## src/rtl/imm_gen_stage.sv

```systemverilog
// Decode-stage immediate generator: builds the extended immediate and pc-relative
// target, then holds results in a two-entry skid buffer behind a valid/ready handshake.
module imm_gen_stage #(
  parameter int XLEN = 32,
  parameter int PC_W = XLEN
) (
  input  logic            clk,
  input  logic            rst,
  input  logic            in_valid,
  output logic            in_ready,
  input  logic [31:0]     instr,
  input  logic [2:0]      imm_src,
  input  logic [PC_W-1:0] pc,
  output logic            out_valid,
  input  logic            out_ready,
  output logic [XLEN-1:0] out_imm,
  output logic [PC_W-1:0] out_target,
  output logic            out_illegal
);

  typedef enum logic [1:0] {EMPTY, ONE, TWO} state_e;

  typedef struct packed {
    logic [XLEN-1:0] imm;
    logic [PC_W-1:0] target;
    logic            illegal;
  } entry_t;

  state_e state_q, state_d;
  entry_t main_q, main_d, skid_q, skid_d;
  entry_t new_entry;
  logic signed [31:0] imm32;
  logic accept, pop;
  logic unused_opcode;

  assign unused_opcode = ^instr[6:0];

  // Every format fits in 32 bits with its sign in bit 31, so one signed widening covers XLEN=64
  always_comb begin
    imm32 = '0;
    new_entry.illegal = 1'b0;
    case (imm_src)
      3'b000: imm32 = {{20{instr[31]}}, instr[31:20]};
      3'b001: imm32 = {{20{instr[31]}}, instr[31:25], instr[11:7]};
      3'b010: imm32 = {{19{instr[31]}}, instr[31], instr[7], instr[30:25], instr[11:8], 1'b0};
      3'b011: imm32 = {{11{instr[31]}}, instr[31], instr[19:12], instr[20], instr[30:21], 1'b0};
      3'b100: imm32 = {instr[31:12], 12'b0};
      3'b101: imm32 = {27'b0, instr[19:15]};
      default: new_entry.illegal = 1'b1;
    endcase
    new_entry.imm    = XLEN'(imm32);
    new_entry.target = pc + PC_W'($signed(new_entry.imm));
  end

  always_ff @(posedge clk) begin
    if (!rst) begin
      state_q <= EMPTY;
      main_q  <= '0;
      skid_q  <= '0;
    end else begin
      state_q <= state_d;
      main_q  <= main_d;
      skid_q  <= skid_d;
    end
  end

  always_comb begin
    accept  = in_valid & in_ready;
    pop     = out_valid & out_ready;
    state_d = state_q;
    main_d  = main_q;
    skid_d  = skid_q;
    case (state_q)
      EMPTY: begin
        if (accept) begin
          main_d  = new_entry;
          state_d = ONE;
        end
      end
      ONE: begin
        if (accept && pop) begin
          main_d = new_entry;
        end else if (accept) begin
          skid_d  = new_entry;
          state_d = TWO;
        end else if (pop) begin
          state_d = EMPTY;
        end
      end
      TWO: begin
        if (pop) begin
          main_d  = skid_q;
          state_d = ONE;
        end
      end
      default: state_d = EMPTY;
    endcase
  end

  always_comb begin
    in_ready    = (state_q != TWO);
    out_valid   = (state_q != EMPTY);
    out_imm     = main_q.imm;
    out_target  = main_q.target;
    out_illegal = main_q.illegal;
  end

endmodule

```

## config.mk

```make
export PLATFORM = sky130hd
export DESIGN_NAME = imm_gen_stage
export DESIGN_NICKNAME = d
export VERILOG_FILES = /design/src/rtl/imm_gen_stage.sv
export SDC_FILE = /design/constraint.sdc
export NUM_CORES = 1
export LEC_CHECK = 0
export ABC_AREA = 1
export CAP_MARGIN = 0
export CORE_ASPECT_RATIO = 0.5
export CORE_MARGIN = 2
export CORE_UTILIZATION = 35
export CTS_BUF_LIST = sky130_fd_sc_hd__clkbuf_8 sky130_fd_sc_hd__clkbuf_16
export DETAILED_ROUTE_END_ITERATION = 6
export PLACE_DENSITY = 0.68
export SKIP_LAST_GASP = 1
export SLEW_MARGIN = 15
export SYNTH_ARGS = -nofsm -noshare
export SYNTH_HDL_FRONTEND = slang
export SYNTH_SLANG_ARGS = --single-unit
```

## constraint.sdc

```tcl
create_clock -name clk -period 2.9 [get_ports clk]
set_input_delay 0.58 -clock clk [delete_from_list [all_inputs] [get_ports clk]]
set_output_delay 0.58 -clock clk [all_outputs]
set_load 0.005 [all_outputs]
```

== Yosys cells after proc, flatten, opt, wreduce, memory -nomap -nowiden ==
Cells that the tools add are included.
Operators by class
  add/subtract/negate cells: 1
  equality and inequality tests: 13
  muxes and demuxes: 12
  bitwise logic cells: 3
  reduce and logical (&&, ||, !) cells: 9
Operators with widths (count)
  65-bit two-way mux: 3
  65-bit case mux with 3 select lines: 1
  32-bit case mux with 6 select lines: 1
  32-bit adder: 1
  2-bit two-way mux: 5
  2-bit inequality test (second input constant): 5
  4-bit AND reduction: 2
  3-bit by 2-bit == test with 1-bit output (second input constant): 2
  3-bit == test (second input constant): 2
  2-bit case mux with 3 select lines: 1
  6-bit OR reduction: 1
  3-bit by 1-bit == test with 1-bit output (second input constant): 1
  3-bit logical NOT: 1
  3-bit inequality test (second input constant): 1
  3-bit AND reduction: 1
  3-bit nonzero test: 1
  1-bit bitwise AND: 2
  2-bit by 1-bit == test with 1-bit output (second input constant): 1
  2-bit == test (second input constant): 1
  2-bit logical NOT: 1
  2-bit nonzero test: 1
  1-bit logical AND: 1
  1-bit two-way mux: 1
  1-bit inverter: 1
Word-level totals
  register bits after elaboration: 132
  input port bits: 71
  output and inout port bits: 67
  logic and storage cells: 45

== Depth between registers and ports, before layout ==
Gate-level depths: netlist of run 1.
  word-level depth: 6
  depth in mapped cells: 19
  mapped depth without buffers: 19

== Least setup slack after synthesis of run 1 ==
No wires, ideal clock.
  path type: input-to-reg
  start: input imm_src[2]
  end: register main_q (netlist bit out_target[16])
  setup time: 0.070 ns
  data arrival time: 2.651 ns
  data required time: 2.830 ns
  slack: 0.179 ns
  stages: 16
  buffers on the path: 1
  cells stage by stage: buf_2 > nand3_1 > o221ai_1 > ha_1 > inv_1 > fa_1 > inv_1 > nand3_1 > nand2_1 > nand2_1 > nand2_1 > nand2_1 > nand2_1 > xor2_1 > nand2_1 > a21oi_1
On the way
  word-level cells in the longest chain between the ends: 5
  elaborated cells on any way between the ends: 11
  classes of those cells: add/sub: 1; eq/ne: 5; mux: 4; reduce/logical: 1
Ends and longest elaborated chain
  from (decl): RTL line 12  | input logic [2:0] imm_src,
  3-bit == test, or another cell as far along: RTL line 42  | case (imm_src)
  32-bit case mux with 6 select lines (*): RTL line 42
  named net imm32[0]: RTL line 32  | logic signed [31:0] imm32;
  32-bit adder (*): RTL line 52  | new_entry.target = pc + PC_W'($signed(new_entry.imm));
  65-bit two-way mux (on tied branches): RTL line 81, 75
  65-bit case mux with 3 select lines (*): RTL line 73  | case (state_q)
  to (signal assigned): RTL line 62  | main_q <= main_d;
  to (decl): RTL line 30  | entry_t main_q, main_d, skid_q, skid_d;
The timed path passes the listed nets; every way through them passes the cells marked *. The select of a mux whose other input is x is not followed.
A chain may end at the register's enable or synchronous reset.

== Final worst setup path of run 1 ==
  start: input instr[15]
  end: register skid_q[27] (netlist bit)
On the way
  word-level cells in the longest chain between the ends: 2
Ends and longest elaborated chain
  from (decl): RTL line 11  | input logic [31:0] instr,
  32-bit case mux with 6 select lines: RTL line 42
  named net imm32[0]: RTL line 32
  32-bit adder: RTL line 52
  to (signal assigned): RTL line 63  | skid_q <= skid_d;
  to (decl): RTL line 30
The timed path passes the listed nets, and every way through them passes these cells.

==> impl_results.md, run 1 <==
* Non-filler cells, final at roughly 1.8k
* Die W at roughly 220 microns
* TritonCTS Buffers at 17
* Worst setup EP type: flop
* Via Count at roughly 9.0k
* IO Port Bufs at 130
* Syn Nets at around 1.4k
* Starting Density at approximately a third
* Unrepaired setup endpoints after global routing: false
* H-tree levels at 4
* First-pass GRT wire length at between 40000 and 50000 microns
* Sequential area share after synthesis at about 33%
* Clock Pin Slew Worst Setup and Hold Paths at about 0.06 ns
* Final TNS setup at 0 ns
* Clk root buf: clkbuf_16
* Post-synth EDFFs at 0
* Fillers at 2256
* Row count at 39
* Status: completed
* Die height at 110.9 microns
* Clock Sinks at 132
* Post-CTS Hold Buffers at 0
* Power per standard cell area at 540.7 nW/um^2
* Critical Path Start Type: input port
* Max IR drop VDD at approximately 450 uV
* Leakage Power at roughly 5.8 nW
* Initial antenna violation count at 0
* Setup-failing EPs final at 0
* TritonCTS clock tree: done
* Drt pass-1 iters at 5
* Netlist Area Pre-Place at ~8000 sq um
* Ports at 138
* Fin crit period at about 2.7 ns
* ANT cells at 0
* Mapped Cells at approximately 1.3k
* Most frequent cells in the layout: nand2_1, inv_1, nor2_1
* # nets final at 1619
* Fin crit share at between 90% and 100%
* Most common cell after layout, fill and taps aside: nand2_1
* Layout cells sized above 1 at around 16%
* Max clock buf depth at 2
* Yosys warning total at 0
* DR vias/cell at about 5
* Mean area per synthesized cell at 6.177 sq um
* Placeable Area at approximately 23000 sq um
* Clock Skew at between 0.006 and 0.007 ns
* Worst-path fanout max at 3
* Largest cells by area after synthesis: dfxtp_1, nand2_1, a21oi_1
* Top FF cell, synth: dfxtp_1
* Die area at between 20000 and 25000 sq um
* Critical path origin: instr[15]
* Post-DRT Antenna Nets at 0
* Final Hold Viols at 0
* R2r startpoint: state_q[1]$_SDFFE_PN0P_
* Post-synthesis async set-or-reset flop share at 0%
* Hpwl dp at about 22000 microns
* Fmax at between 300 and 400 MHz
* Total power at 0.006133 W
* Area Growth Syn to Fin at 41.81%
* Top cell type's share of synthesized area at between 30% and 40%
* Largest net degree at the start of global routing at 57
* Gr ovfl total at 0
* DRC viols at 0
* Hold Crit Start: skid_q[64]$_SDFFE_PN0P_
* Tot GR Track Use at about a quarter
* Worst-skew pair later-pin latency at 0.44 ns
* Placed Cells at 1801
* Cell taking the most area after synthesis: dfxtp_1
* Worst EP arrival at about 3.1 ns
* Routed len/inst at around 16 microns
* Max-Cap Viols at 0
* HP Class: flop to flop
* Vias in the first global route at approximately 8.4k
* Routed wire length at approximately 29000 microns
* Distinct cells, synth at 36
* WS Path Type: input port to flop
* Max Slew Vio Count at 0
* Global placement routability congestion at 0.9640
* Iter 0 DRT Violations at around 690
* Max_slew headroom at between 50 and 60%
* WP data required at 3.23 ns
* Worst-Margin Slew at about 0.70 ns
* Post-synthesis register bit count at approximately 130
cells in the mapped netlist (all sizes together) (2+ instances only):
master	number
a21oi	147
a31oi	6
o221ai	4
a21o	5
or2	2
nor2	159
nand3b	4
nand3	48
buf	30
dfxtp	132
a211oi	2
nor3	5
xor2	14
ha	31
nand4	3
inv	196
xnor2	2
o21ai	132
o21bai	2
nand2	336
clkbuf	29
metrics by stage:
step | hold WS, ns | setup WS [ns] | area, sq um | utilization, %
3_3_place_gp | 0.4636 | -0.5755 | 10350 | 45.72
2_1_floorplan | 0.4540 | 0.1789 | 7999 | -
5_1_grt | 0.5016 | 0.0007050 | 11340 | 50.10
6_report | 0.4831 | 0.1522 | 11340 | 50.10
3_5_place_dp | 0.4721 | -0.6430 | 10350 | 45.72
4_1_cts | 0.4818 | -0.002863 | 11140 | 49.19
where the power goes:
group	total [W]	leakage, nW	switching [W]	internal, W
clock	0.00223	0.296	0.000898	0.00133
combinational	0.00182	4.40	0.000975	0.000849
sequential	0.00208	1.08	0.0000972	0.00198
sequential cells by signal, indices dropped and copies added, names as in the netlist:
signal / cells
out_illegal: 1
state_q: 2
out_imm: 32
out_target: 32
skid_q: 65
logic make-up (layout without fill, tap and decap cells):
group,count (synthesis),count (layout),synth area share [%]
AOI/OAI and AO/OA,301,301,19.55
xor gates and xnor gates,16,16,1.752
adders and majority gates,32,32,5.099
buffers and inverters,256,490,13.05
DFF,132,132,33.04
and+or+nand+nor,558,558,27.51
cell type report:
type / instances / area [sq um] / share of cell area, %
Multi-Input combinational cell: 907 / 4678 / 41.24
Inverter: 197 / 739.5 / 6.519
Clock buffer: 20 / 466.7 / 4.114
Clock inverter: 12 / 127.6 / 1.125
Tap cell: 307 / 384.1 / 3.386
Sequential cell: 132 / 2643 / 23.30
Timing Repair Buffer: 261 / 2305 / 20.32
worst max-delay path: stages:
cell and delay (ns):
clkdlybuf4s50_1 0.45, inv_1 0.11, o221ai_2 0.28, ha_2 0.23, inv_1 0.06, fa_2 0.37, inv_2 0.09, buf_4 0.10
nand3_1 0.07, nand3b_1 0.26, nand2_1 0.14, nand2_1 0.08, nand2_1 0.06, nand2_1 0.06, nand2_1 0.04, nand2_1 0.08
inv_1 0.03
routing by layer:
layer	part of all wire (%)	GRT usage, %	up-vias
li1	-	-	4529
met1	46	32.94	4134
met3	6.6	4.527	37
met2	45	37.43	312
met4	2.0	7.483	0
met5	0	0	-
final timing paths:
check	endpoint	slack, ns	cells past startpoint
min reg2reg	out_imm[31]$_SDFFE_PN0P_	0.48	2
min	out_imm[31]$_SDFFE_PN0P_	0.48	2
max reg2reg	out_imm[0]$_SDFFE_PN0P_	0.85	12
max	skid_q[27]$_SDFFE_PN0P_	0.15	17
repair_timing:
item	4_1_cts	5_1_grt
buffers inserted	1	2
pin swaps	1	10
hold endpoints to repair	0	0
resized for setup	42	37
endpoints found under the setup margin	46	54
Note: power is estimated with default switching activity, not from simulation.
==> run 2: changes to the inputs <==
--- a/config.mk
+++ b/config.mk
@@ -11,8 +11,10 @@
 export CORE_MARGIN = 2
 export CORE_UTILIZATION = 35
 export CTS_BUF_LIST = sky130_fd_sc_hd__clkbuf_8 sky130_fd_sc_hd__clkbuf_16
+export CTS_CLUSTER_DIAMETER = 100
 export DETAILED_ROUTE_END_ITERATION = 6
 export PLACE_DENSITY = 0.68
+export SETUP_SLACK_MARGIN = 0.15
 export SKIP_LAST_GASP = 1
 export SLEW_MARGIN = 15
 export SYNTH_ARGS = -nofsm -noshare
==> run 2 against run 1 <==
Net effect:
- sequential share of layout area decreased by 0.68 points
- clock-buffer cell count unchanged
- critical path depth decreased by 2
- clock power about the same
- total power increased by 1.4%
- setup slack improved by 0.16 ns
- register-to-register slack about the same
- critical path type unchanged
- critical endpoint unchanged
- highest routed layer unchanged
==> impl_results.md, run 2 (synthesis gave the netlist of run 1 again) <==
* Status: completed (unchanged)
* Worst-Margin Slew at 0.7321 ns (was 0.7024 ns)
* Placed Cells at 1801 (unchanged)
* Max_slew headroom at 51.19% (was 53.17%)
* Tot GR Track Use at 23.90% (was 23.82%)
* First-pass GRT wire length at 45010 microns (was 44790 microns)
* Clock Skew at 0.008499 ns (was 0.006865 ns)
* Most frequent cells in the layout: nand2_1, inv_1, nor2_1 (unchanged)
* WS Path Type: input port to flop (unchanged)
* Leakage Power at 5.866 nW (was 5.776 nW)
* CP Buf/Inv Count at 4 (was 6)
* ANT cells at 0 (unchanged)
* Die area at 24150 sq um (unchanged)
* Drt pass-1 iters at 5 (unchanged)
* Starting Density at 35.33% (unchanged)
* Final WS setup at 0.3140 ns (was 0.1522 ns)
* Most common cell after layout, fill and taps aside: nand2_1 (unchanged)
* Routed len/inst at 15.91 microns (was 15.79 microns)
* TritonCTS Buffers at 17 (unchanged)
* Fillers at 2194 (was 2256)
* Initial antenna violation count at 0 (unchanged)
* Fin crit period at 2.586 ns (was 2.748 ns)
* Die height at 110.9 microns (unchanged)
* Max IR drop VDD at 451.4 uV (was 452.4 uV)
* Post-CTS Hold Buffers at 0 (unchanged)
* DRC viols at 0 (unchanged)
* Max-Cap Viols at 0 (unchanged)
* CP delay by family, top: simple AND/OR/NAND/NOR gates (was buffers and inverters)
* Clk root buf: clkbuf_16 (unchanged)
* Placeable Area at 22640 sq um (unchanged)
* Largest net degree at the start of global routing at 57 (unchanged)
* Gr ovfl total at 0 (unchanged)
* Register area at 2643 sq um (unchanged)
* Area Growth Syn to Fin at 46.05% (was 41.81%)
* Via Count at 9097 (was 9012)
* Total power at 0.006220 W (was 0.006133 W)
* WP data required at 3.23 ns (about the same)
* Setup-failing EPs final at 0 (unchanged)
* Most used cell, CP: nand2_1 (unchanged)
* Largest reg by FF count: skid_q (unchanged)
* Fmax at 386.7 MHz (was 363.9 MHz)
* Ports at 138 (unchanged)
* Unrepaired setup endpoints after global routing: false (unchanged)
* Routed wire length at 29320 microns (was 28980 microns)
* Worst setup EP type: flop (unchanged)
* Iter 0 DRT Violations at 738 (was 686)
* IO Port Bufs at 130 (unchanged)
* DP Area at 10350 sq um (unchanged)
* Final Hold Viols at 0 (unchanged)
* # nets final at 1626 (was 1619)
* Clock Sinks at 132 (unchanged)
* Clock Pin Slew Worst Setup and Hold Paths at 0.06 ns (about the same)
* Layout cells sized above 1 at 19.99% (was 16.09%)
* Multi-input combinational cell area at 4967 sq um (was 4678 sq um)
* DR vias/cell at 4.936 (was 4.908)
* Critical Path Start Type: input port (unchanged)
* Die W at 217.8 microns (unchanged)
* TritonCTS clock tree: done (unchanged)
* Row count at 39 (unchanged)
* Max Slew Vio Count at 0 (unchanged)
* Power per standard cell area at 532.5 nW/um^2 (was 540.7 nW/um^2)
* Max clock buf depth at 2 (unchanged)
* Fin util at 51.60% (was 50.10%)
* Global placement routability congestion at 0.9640 (unchanged)
* Worst-path cell chain: clkdlybuf4s50_1, inv_1, nor2_1, ha_1, nand2_1, inv_1, nand2_1, nand2_1, nand3b_1, nand2_1, nand3_1, nand2_1, nand2_1, nand2_1, inv_1 (was clkdlybuf4s50_1, inv_1, o221ai_2, ha_2, inv_1, fa_2, inv_2, buf_4, nand3_1, nand3b_1, nand2_1, nand2_1, nand2_1, nand2_1, nand2_1, nand2_1, inv_1)
* Critical-path top delay cell: clkdlybuf4s50_1 (unchanged)
* Worst EP arrival at 2.92 ns (was 3.08 ns)
* Post-DRT Antenna Nets at 0 (unchanged)
* CP peak stage delay at 0.47 ns (was 0.45 ns)
* Worst-path fanout max at 4 (was 3)
* Max reg flops at 65 (unchanged)
* Fin crit share at 89.17% (was 94.75%)
* Vias in the first global route at 8393 (was 8377)
* Non-filler cells, final at 1843 (was 1836)
* H-tree levels at 4 (unchanged)
* Design area at 11680 sq um (was 11340 sq um)
* Worst-skew pair later-pin latency at 0.44 ns (about the same)
* HP Class: flop to flop (unchanged)
* Hpwl dp at 21550 microns (unchanged)
* Pre-CTS setup slack at -0.6430 ns (unchanged)
## run 2: cell types whose count changed in the layout (fill, tap and decap cells not counted), sizes merged
| cell | before | now |
|---|---|---|
| buf | 132 | 139 |
| clkdlybuf4s50 | 126 | 122 |
| clkbuf | 20 | 23 |
| dlymetal6s2s | 1 | 4 |
| clkdlybuf4s15 | 1 | 0 |
| dlygate4sd2 | 1 | 0 |
## run 2: layout make-up
type	count	share of cell area, %
Timing Repair Buffer	268	20.16
Tap cell	307	3.288
Multi-Input combinational cell	907	42.52
Clock inverter	12	1.092
Sequential cell	132	22.62
Clock buffer	20	3.995
Inverter	197	6.330
## run 2: routing by layer
metal,vias to the layer above,global-route usage [%],share of wire (%)
li1,4554,-,-
met1,4206,32.99,47
met2,298,37.43,45
met3,39,4.252,5.6
met4,0,8.390,2.2
met5,-,0,0
## run 2: stage by stage
step                      setup TNS, ns  hold WS, ns
final                                 0       0.4810
after floorplan                       0       0.4540
after detailed placement         -29.90       0.4721
after global placement           -26.01       0.4636
after global routing                  0       0.5015
after CTS                             0       0.4818
## run 2: path summary, 6_finish.rpt
| kind | from | to | slack (ns) | cells after the start |
|---|---|---|---|---|
| max | instr[29] | skid_q[27]$_SDFFE_PN0P_ | 0.31 | 15 |
| min | skid_q[64]$_SDFFE_PN0P_ | out_imm[31]$_SDFFE_PN0P_ | 0.48 | 2 |
| max reg2reg | state_q[1]$_SDFFE_PN0P_ | out_imm[0]$_SDFFE_PN0P_ | 0.86 | 12 |
| min reg2reg | skid_q[64]$_SDFFE_PN0P_ | out_imm[31]$_SDFFE_PN0P_ | 0.48 | 2 |
## run 2: repair_timing
item,in CTS,in global routing
hold endpoints to repair,0,0
pin swaps,3,31
buffers inserted,1,9
setup endpoints to repair,56,49
gates resized for setup,58,87
## run 2: worst reg2reg max path: stages, from the launching register on
cell	delay, ns
dfxtp_1	0.39
inv_2	0.06
nor2_4	0.10
buf_4	0.34
nand2_1	0.13
o21ai_1	0.12
inv_2	0.06
nand2_2	0.09
buf_4	0.36
a21oi_1	0.09
nand2_1	0.09
o211ai_1	0.08
inv_1	0.07
## run 2: power by group
group	switching (W)	total, W	internal [W]
Combinational	0.00102	0.00192	0.000896
Sequential	0.0000968	0.00208	0.00198
Clock	0.000894	0.00223	0.00133
==> run 3: changes to the inputs <==
--- a/config.mk
+++ b/config.mk
@@ -7,7 +7,7 @@
 export LEC_CHECK = 0
 export ABC_AREA = 1
 export CAP_MARGIN = 0
-export CORE_ASPECT_RATIO = 0.5
+export CORE_ASPECT_RATIO = 2
 export CORE_MARGIN = 2
 export CORE_UTILIZATION = 35
 export CTS_BUF_LIST = sky130_fd_sc_hd__clkbuf_8 sky130_fd_sc_hd__clkbuf_16
==> run 3 against run 2 <==
Net effect:
- cell count is 0.98% lower
- critical path depth grew 3
- clock power grew 6%
- worst hold slack worse by 0.0064 ns
- sequential share of layout area shrank 0.16 points
- first-iteration DRC count shrank 21%
- sequential power barely moved
- clock-buffer cell count fell by 1
- fmax decreased by 1.7%
- register-to-register slack worse by 0.04 ns
- largest cell class unchanged
- largest power group unchanged
==> impl_results.md, run 3 (synthesis gave the netlist of run 1 again) <==
* H-tree levels at 4 (unchanged)
* Fin util at 52.20% (was 51.60%)
* Largest net degree at the start of global routing at 65 (was 57)
* Min Hold Slack at 0.4746 ns (was 0.4810 ns)
* Drt pass-1 iters at 5 (unchanged)
* Max-Cap Viols at 0 (unchanged)
* Die area at 24150 sq um (unchanged)
* Setup-failing EPs final at 0 (unchanged)
* Max IR drop VDD at 346.3 uV (was 451.4 uV)
* Starting Density at 35.48% (was 35.33%)
* Worst setup EP type: flop (unchanged)
* ANT cells at 0 (unchanged)
* Global placement routability congestion at 0.9558 (was 0.9640)
* Internal power at 0.004378 W (was 0.004209 W)
* Clock Skew at 0.006146 ns (was 0.008499 ns)
* Unrepaired setup endpoints after global routing: true (was false)
* TritonCTS Buffers at 17 (unchanged)
* Max reg flops at 65 (unchanged)
* Clk root buf: clkbuf_16 (unchanged)
* Hpwl dp at 22250 microns (was 21550 microns)
* Worst-skew pair later-pin latency at 0.44 ns (about the same)
* DRC viols at 0 (unchanged)
* Gr ovfl total at 0 (unchanged)
* Die W at 110.9 microns (was 217.8 microns)
* TritonCTS clock tree: done (unchanged)
* Layout cells sized above 1 at 20.13% (was 19.99%)
* Fillers at 2188 (was 2194)
* Max_slew headroom at 52.07% (was 51.19%)
* HP Class: flop to flop (unchanged)
* Clock Pin Slew Worst Setup and Hold Paths at 0.06 ns (about the same)
* Final Hold Viols at 0 (unchanged)
* WP data required at 3.23 ns (about the same)
* Clock Sinks at 132 (unchanged)
* Reg power frac at 32.7% (was 33.4%)
* Die height at 217.8 microns (was 110.9 microns)
* Combinational power share at 30.4% (was 30.8%)
* Fmax at 380.2 MHz (was 386.7 MHz)
* First-pass GRT wire length at 46360 microns (was 45010 microns)
* Max Slew Vio Count at 0 (unchanged)
* Placeable Area at 22540 sq um (was 22640 sq um)
* Area Growth Syn to Fin at 47.11% (was 46.05%)
* Routed len/inst at 16.68 microns (was 15.91 microns)
* Most common cell after layout, fill and taps aside: nand2_1 (unchanged)
* Fin crit share at 90.69% (was 89.17%)
* Max clock buf depth at 2 (unchanged)
* Iter 0 DRT Violations at 581 (was 738)
* Largest reg by FF count: skid_q (unchanged)
* Leakage Power at 5.892 nW (was 5.866 nW)
* Worst EP arrival at 2.96 ns (was 2.92 ns)
* Worst-Margin Slew at 0.7190 ns (was 0.7321 ns)
* Vias in the first global route at 8882 (was 8393)
* Power per standard cell area at 541.9 nW/um^2 (was 532.5 nW/um^2)
* NetSw at 0.001999 W (was 0.002011 W)
* Ports at 138 (unchanged)
* Net Sw Frac at 31.35% (was 32.33%)
* Row count at 78 (was 39)
* Post-DRT Antenna Nets at 0 (unchanged)
* WS Path Type: input port to flop (unchanged)
* Fin crit period at 2.630 ns (was 2.586 ns)
* DR vias/cell at 4.997 (was 4.936)
* Tot GR Track Use at 24.68% (was 23.90%)
* Critical Path Start Type: input port (unchanged)
* Worst-path fanout max at 10 (was 4)
* Post-CTS Hold Buffers at 0 (unchanged)
* Via Count at 9119 (was 9097)
* Clock network fraction of total power at 37.0% (was 35.8%)
* Initial antenna violation count at 0 (unchanged)
* # nets final at 1635 (was 1626)
* IO Port Bufs at 130 (unchanged)
* Most frequent cells in the layout: nand2_1, inv_1, nor2_1 (unchanged)
* Routed wire length at 30450 microns (was 29320 microns)
* Status: completed (unchanged)
## run 3: layout make-up
type	count	area, sq um	area share [%]
inverters	197	739.5	6.284
well taps	280	350.3	2.977
flip-flops and latches	132	2643	22.46
multi-input cells	907	4961	42.16
clock buffers	19	452.9	3.849
clock inverters	13	181.4	1.542
repair buffers	277	2440	20.73
## run 3: per-stage QoR
step	worst slack (ns)	setup TNS (ns)	cell area, sq um	std cells	power (W)
finish	0.2701	0	11770	1825	0.006377
detailed placement	-0.6060	-25.94	10400	1783	0.003855
CTS	0.1898	0	11390	1821	0.006303
global placement	-0.5534	-24.77	10400	1783	0.003840
floorplan	0.1789	0	7999	1295	0.002971
global route	0.1193	0	11770	1825	0.006682
## run 3: power by group through the flow
stage | Clock [W] | Combinational, W | Sequential, W
after global placement | 0 | 0.00172 | 0.00212
after CTS | 0.00239 | 0.00183 | 0.00208
after detailed placement | 0 | 0.00173 | 0.00212
final | 0.00236 | 0.00194 | 0.00208
after floorplan | 0 | 0.000869 | 0.00210
after global routing | 0.00246 | 0.00212 | 0.00210
## run 3: critical path, cell delays in order
cell	delay (ns)
dlygate4sd2_1	0.29
nor2_2	0.19
nand2_1	0.11
buf_4	0.20
o21ai_2	0.20
buf_4	0.15
ha_1	0.26
nand2_1	0.12
a21oi_1	0.07
nor2_1	0.10
nand2_1	0.08
a21oi_2	0.12
buf_4	0.15
nand3_1	0.10
nand2_1	0.09
nand2_1	0.05
nand2_1	0.06
inv_1	0.03
## run 3: final timing paths
check                          startpoint                          to  slack [ns]  cells after the start
setup reg to reg  state_q[1]$_SDFFE_PN0P_    out_imm[20]$_SDFFE_PN0P_        0.82                     10
hold reg to reg    skid_q[2]$_SDFFE_PN0P_  out_target[1]$_SDFFE_PN0P_        0.47                      2
hold / removal     skid_q[2]$_SDFFE_PN0P_  out_target[1]$_SDFFE_PN0P_        0.47                      2
setup / recovery               imm_src[1]     skid_q[32]$_SDFFE_PN0P_        0.27                     18
## run 3: what timing repair did
action,in CTS,in global routing
pin swaps,12,27
setup endpoints to repair,51,41
buffers inserted,6,4
resized for setup,64,74
## run 3: per-layer routing
layer | GRT usage (%) | vias up | share of wire, %
met1 | 25.50 | 4190 | 37
met4 | 18.71 | 0 | 7.5
met2 | 44.38 | 263 | 51
li1 | - | 4576 | -
met5 | 0 | - | 0
met3 | 3.863 | 90 | 3.8
